[src/rtl/shift_sequencer_if.sv]
// Control-side handshake between the ALU control unit and the shift sequencer.
// master: control unit issuing requests; slave: the sequencer serving them.
interface shift_sequencer_if #(
  parameter int WIDTH = 16,
  parameter int CNTW  = 4
);
  logic             start;
  logic [WIDTH-1:0] operand;
  logic [CNTW-1:0]  amount;
  logic             busy;
  logic             done;
  logic [WIDTH-1:0] result;

  modport master (
    output start, operand, amount,
    input  busy, done, result
  );

  modport slave (
    input  start, operand, amount,
    output busy, done, result
  );
endinterface

[src/rtl/shift_sequencer.sv]
// Multi-bit arithmetic right-shift controller for a single-step shifter.
// Loads the operand into the external shifter, clocks it through N
// single-bit arithmetic right shifts by feeding its output back, then
// registers the final value and pulses done.
module shift_sequencer #(
  parameter int WIDTH = 16,
  parameter int CNTW  = 4
) (
  input  logic              clk,
  input  logic              rst,
  shift_sequencer_if.slave  bus,
  output logic [1:0]        sh_s,
  output logic [WIDTH-1:0]  sh_din,
  input  logic [WIDTH-1:0]  sh_dout,
  output logic              sh_rst
);

  typedef enum logic [1:0] {
    IDLE  = 2'd0,
    LOAD  = 2'd1,
    SHIFT = 2'd2,
    DONE  = 2'd3
  } state_t;

  localparam logic [1:0] SEL_LOAD  = 2'b00;
  localparam logic [1:0] SEL_SHIFT = 2'b01;

  state_t           state;
  logic [WIDTH-1:0] op_q;
  logic [CNTW-1:0]  cnt;
  logic [WIDTH-1:0] result_q;
  logic             done_q;

  // Sequencer FSM: accept in IDLE, load, count down shifts, capture result.
  // Requests arriving outside IDLE are dropped; op_q/cnt stay untouched.
  always_ff @(posedge clk or negedge rst) begin
    if (!rst) begin
      state    <= IDLE;
      op_q     <= '0;
      cnt      <= '0;
      result_q <= '0;
      done_q   <= 1'b0;
    end else begin
      done_q <= 1'b0;
      case (state)
        IDLE: begin
          if (bus.start) begin
            op_q  <= bus.operand;
            cnt   <= bus.amount;
            state <= LOAD;
          end
        end
        LOAD: begin
          // Zero-amount requests skip SHIFT entirely.
          state <= (cnt != '0) ? SHIFT : DONE;
        end
        SHIFT: begin
          cnt <= cnt - 1'b1;
          if (cnt == CNTW'(1)) state <= DONE;
        end
        DONE: begin
          // Shifter is holding the final value here.
          result_q <= sh_dout;
          done_q   <= 1'b1;
          state    <= IDLE;
        end
        default: state <= IDLE;
      endcase
    end
  end

  // Shifter drive: load op_q in LOAD, shift in SHIFT, otherwise recirculate
  // the shifter output so it holds its contents.
  always_comb begin
    sh_s   = SEL_LOAD;
    sh_din = sh_dout;
    case (state)
      LOAD:    sh_din = op_q;
      SHIFT:   sh_s   = SEL_SHIFT;
      default: ;
    endcase
  end

  // The shifter reset is synchronous active-high; mirror our reset so it
  // clears on every edge while reset is held.
  assign sh_rst = ~rst;

  assign bus.busy   = (state != IDLE);
  assign bus.done   = done_q;
  assign bus.result = result_q;

endmodule

[src/flat_wrapper.sv]
// flat-port wrapper written by rule: the top's interface ports become plain ports
module shift_sequencer_flat 
#(
  parameter int WIDTH = 16,
  parameter int CNTW  = 4
)
  (clk, rst, sh_s, sh_din, sh_dout, sh_rst, bus_start, bus_operand, bus_amount, bus_busy, bus_done, bus_result);
  shift_sequencer_if #(.WIDTH(WIDTH), .CNTW(CNTW)) bus_i ();
  input  logic clk;
  input  logic rst;
  output logic [1:0] sh_s;
  output logic [WIDTH-1:0] sh_din;
  input  logic [WIDTH-1:0] sh_dout;
  output logic sh_rst;
  input wire logic [$bits(bus_i.start)-1:0] bus_start;
  input wire logic [$bits(bus_i.operand)-1:0] bus_operand;
  input wire logic [$bits(bus_i.amount)-1:0] bus_amount;
  output wire logic [$bits(bus_i.busy)-1:0] bus_busy;
  output wire logic [$bits(bus_i.done)-1:0] bus_done;
  output wire logic [$bits(bus_i.result)-1:0] bus_result;
  assign bus_i.start = bus_start;
  assign bus_i.operand = bus_operand;
  assign bus_i.amount = bus_amount;
  assign bus_busy = bus_i.busy;
  assign bus_done = bus_i.done;
  assign bus_result = bus_i.result;
  shift_sequencer #(.WIDTH(WIDTH), .CNTW(CNTW)) u_core (.clk(clk), .rst(rst), .bus(bus_i), .sh_s(sh_s), .sh_din(sh_din), .sh_dout(sh_dout), .sh_rst(sh_rst));
endmodule
[config.mk]
export PLATFORM = sky130hd
export DESIGN_NAME = shift_sequencer_flat
export DESIGN_NICKNAME = d
export VERILOG_FILES = /design/src/rtl/shift_sequencer_if.sv /design/src/rtl/shift_sequencer.sv /design/src/flat_wrapper.sv
export SDC_FILE = /design/constraint.sdc
export NUM_CORES = 1
export LEC_CHECK = 0
export CAP_MARGIN = 10
export CORE_MARGIN = 4
export CORE_UTILIZATION = 49
export CTS_BUF_LIST = sky130_fd_sc_hd__clkbuf_8
export CTS_CLUSTER_SIZE = 14
export DETAILED_ROUTE_END_ITERATION = 8
export HOLD_SLACK_MARGIN = 0.02
export PLACE_DENSITY = 0.85
export SYNTH_ARGS = -nofsm -noshare
export SYNTH_HDL_FRONTEND = slang
export SYNTH_SLANG_ARGS = --single-unit
[constraint.sdc]
create_clock -name clk -period 3.5 [get_ports clk]
set_input_delay 1.05 -clock clk [delete_from_list [all_inputs] [get_ports clk]]
set_output_delay 1.05 -clock clk [all_outputs]
set_load 0.05 [all_outputs]
==> flow_summary_export.csv <==
group,metric,value,unit
yosys,synthArstFlopShare,100,%
clock_network,root_buffer,"clkbuf_8",
power,seq_power_share,25.1,%
sta,fin_setup_tns,0,ns
yosys,synthTopCellsByArea,"dfrtp_1, mux2_2, ha_1, buf_2, nor2b_1",
finish,syn_to_final_growth,51.5,%
setup_path,crit_start,"u_core.state[1]",
global_routing,grt_overflow_total,0,
die,rows,22,
finish,drive_gt1_share,36.1,%
clock_network,cts_setup_buffers,0,
sta,relSlewSlack,42.8,%
finish,fin_area,0.00299,sq mm
die,die_area,0.00511,sq mm
worst_hold_path,hold-path-cell-count,1,
routing,drcViolationCount,0,
global_routing,grt_max_degree,40,
routing,wl,5050,um
placed_design,postPlaceCellArea,0.00291,sq mm
finish,nets,274,
global_routing,grt_pass1_vias,1629,
clock_network,h-tree-depth,2,
sta,final-setup-viol-count,0,
setup_path,crit_fanout,17,
sta,slew_viol_final,0,
die,die_w,71.5,um
worst_hold_path,worstHoldStart,"u_core.bus.result[4]",
sta,post-route-period-util,92.3,%
clock_network,cts_sinks,39,
outcome,outcome,"complete, no violations",
setup_path,ff2ff_path_depth,5,
worst_hold_path,hold_class,"reg -> reg",
placed_design,numPortBuffers,74,
sta,clock_skew,0.00519,ns
finish,n_fill_cell,213,
yosys,syn-num-nets,199,
yosys,synth-edff-count,0,
routing,drtIter0Drc,76,
sta,rsz0062_at_grt,"no",
routing,wl_per_cell,18.4,um
clock_network,clock_latency,0.29,ns
sta,finalHoldViolations,0,
yosys,ys_warn_count,0,
yosys,yosysTopAreaCell,"dfrtp_1",
yosys,ys_ff_latch,39,
die,chipHeight,71.5,um
setup_path,start_kind,"flip-flop",
global_routing,grt_pass1_wl,8190,um
power,power_switching_share,45.4,%
placed_design,gp_congestion,0.853,
setup_path,r2r-start,"u_core.state[0]",
finish,diodes,0,
job,maxCapViolCount,0,
yosys,synth_top_area_share,49.4,%
yosys,yosysMostFrequentCell,"mux2_2",
clock_network,path_clk_slew,0.07,ns
clock_network,clockBufferDepth,2,
power,pwr_density_cell,1120,mW/mm^2
routing,num_vias,1502,
yosys,post_synth.cell_area_avg,13.0,sq um
power,comb_power_share,65.7,%
setup_path,cp-end-kind,"primary output",
yosys,yosys-top-cells-count,"mux2_2, dfrtp_1, ha_1, buf_2, inv_1",
power,p_clk_share,9.2,%
power,leakage,1.26,nW
routing,final_antenna_net_count,0,
yosys,syn_inst,152,
worst_hold_path,timing.hold.worst_endpoint,"u_core.bus.result[4]",
power,p_int,0.00184,W
yosys,ys_seq_area_share,49.4,%
global_routing,grt_use_total,21.1,%
placed_design,dp_hpwl,3890,um
die,coreArea,0.00377,sq mm
routing,via_per_inst,5.46,
clock_network,numCtsBuffers,5,
die,start_util,52.4,%
setup_path,crit_type,"reg -> out",
clock_network,hold_buffers,0,
sta,timing.fmax,309,MHz
setup_path,reg2reg_to,"u_core.state[1]",
yosys,dominantRegCellSynth,"dfrtp_1",
setup_path,r2r_slack,1.64,ns
die,io_pins,76,
clock_network,ctsResizeCount,0,
sta,min_period,3.23,ns
setup_path,required,2.45,ns
setup_path,arrival,2.18,ns
power,vdd_drop_max,0.000834,V
clock_network,cts_tree,"done",
sta,timing_worst_slew_pin_value,0.859,ns
power,switchingPower,0.00153,W
yosys,yosys.cell_types.count,35,
global_routing,antenna_found_initial,0,
routing,dr.pass1.iters,4,
yosys,syn_area,0.00198,sq mm
## cells in the final DEF (no fill, tap or decap), types with 2 or more instances in the layout
cell             netlist  final
clkdlybuf4s50_1        0     56
mux2_2                48     48
dfrtp_1               39     39
buf_12                 0     16
ha_1                   8      8
inv_1                  6      6
clkbuf_8               0      6
nor2b_1                4      4
nand3_1                4      4
buf_4                  1      4
nor2_1                 3      3
a21oi_1                3      3
nand2_1                2      2
o21ai_0                2      2
o22ai_1                2      2
nor3_1                 2      2
## worst max-delay path: stages, from the launching register on
cell,delay [ns]
dfrtp_1,0.42
inv_1,0.13
ha_1,0.73
mux2_2,0.45
buf_12,0.16
## per-layer routing
layer | part of all wire, % | track usage [%]
met5 | 0 | 0
met4 | 2.4 | 6.68
met3 | 6.9 | 7.99
met2 | 52 | 37.2
met1 | 39 | 23.3
## worst max path at each step
| stage | endpoint | slack, ns | cells after the start |
|---|---|---|---|
| 2_1_floorplan | sh_din[10] | 0.97 | 5 |
| 3_3_place_gp | sh_din[15] | 0.51 | 3 |
| 3_5_place_dp | sh_din[6] | 0.49 | 3 |
| 4_1_cts | sh_din[6] | 0.26 | 4 |
| 5_1_grt | sh_din[6] | 0.15 | 4 |
| 6_report | sh_din[6] | 0.27 | 4 |
## stage by stage
step | worst slack [ns] | util (%) | total power, W | hold WS, ns | std cells
global placement | 0.513 | 77.0 | 0.00299 | 0.482 | 268
CTS | 0.256 | 79.4 | 0.00338 | 0.507 | 275
floorplan | 0.966 | - | 0.00223 | 0.474 | 152
global route | 0.154 | 79.4 | 0.00353 | 0.520 | 275
finish | 0.268 | 79.4 | 0.00336 | 0.509 | 275
detailed placement | 0.487 | 77.0 | 0.00307 | 0.490 | 268
## kinds of logic after synthesis
| group | after synthesis | synth area share [%] |
|---|---|---|
| fa+ha+maj | 8 | 5.07 |
| mux | 50 | 28.4 |
| buf+inv | 15 | 3.48 |
| other cells | 1 | 0.190 |
| flops | 39 | 49.4 |
| xor+xnor | 1 | 0.443 |
| compound gates | 17 | 6.97 |
| simple gates | 21 | 6.02 |
## registers in the layout, summed over array words and instances (netlist names)
register	cells
u_core.bus.result	16
u_core.state	2
u_core.cnt	4
u_core.bus.done	1
u_core.op_q	16
## power by group through the flow
| stage | logic, W | registers [W] | clock network [W] |
|---|---|---|---|
| 2_1_floorplan | 0.00107 | 0.00116 | 0 |
| 3_3_place_gp | 0.00216 | 0.000824 | 0 |
| 3_5_place_dp | 0.00222 | 0.000848 | 0 |
| 4_1_cts | 0.00223 | 0.000842 | 0.000312 |
| 5_1_grt | 0.00233 | 0.000870 | 0.000335 |
| 6_report | 0.00221 | 0.000844 | 0.000310 |
## area by class of cell
cell class	instances	area [sq um]	area share, %
Multi-Input combinational cell	98	931	31.1
Inverter	6	22.5	0.753
Clock buffer	6	82.6	2.76
Tap cell	48	60.1	2.01
Clock inverter	1	5.00	0.167
Timing Repair Buffer	77	916	30.6
Sequential cell	39	976	32.6
(Power assumes the default switching activity.)
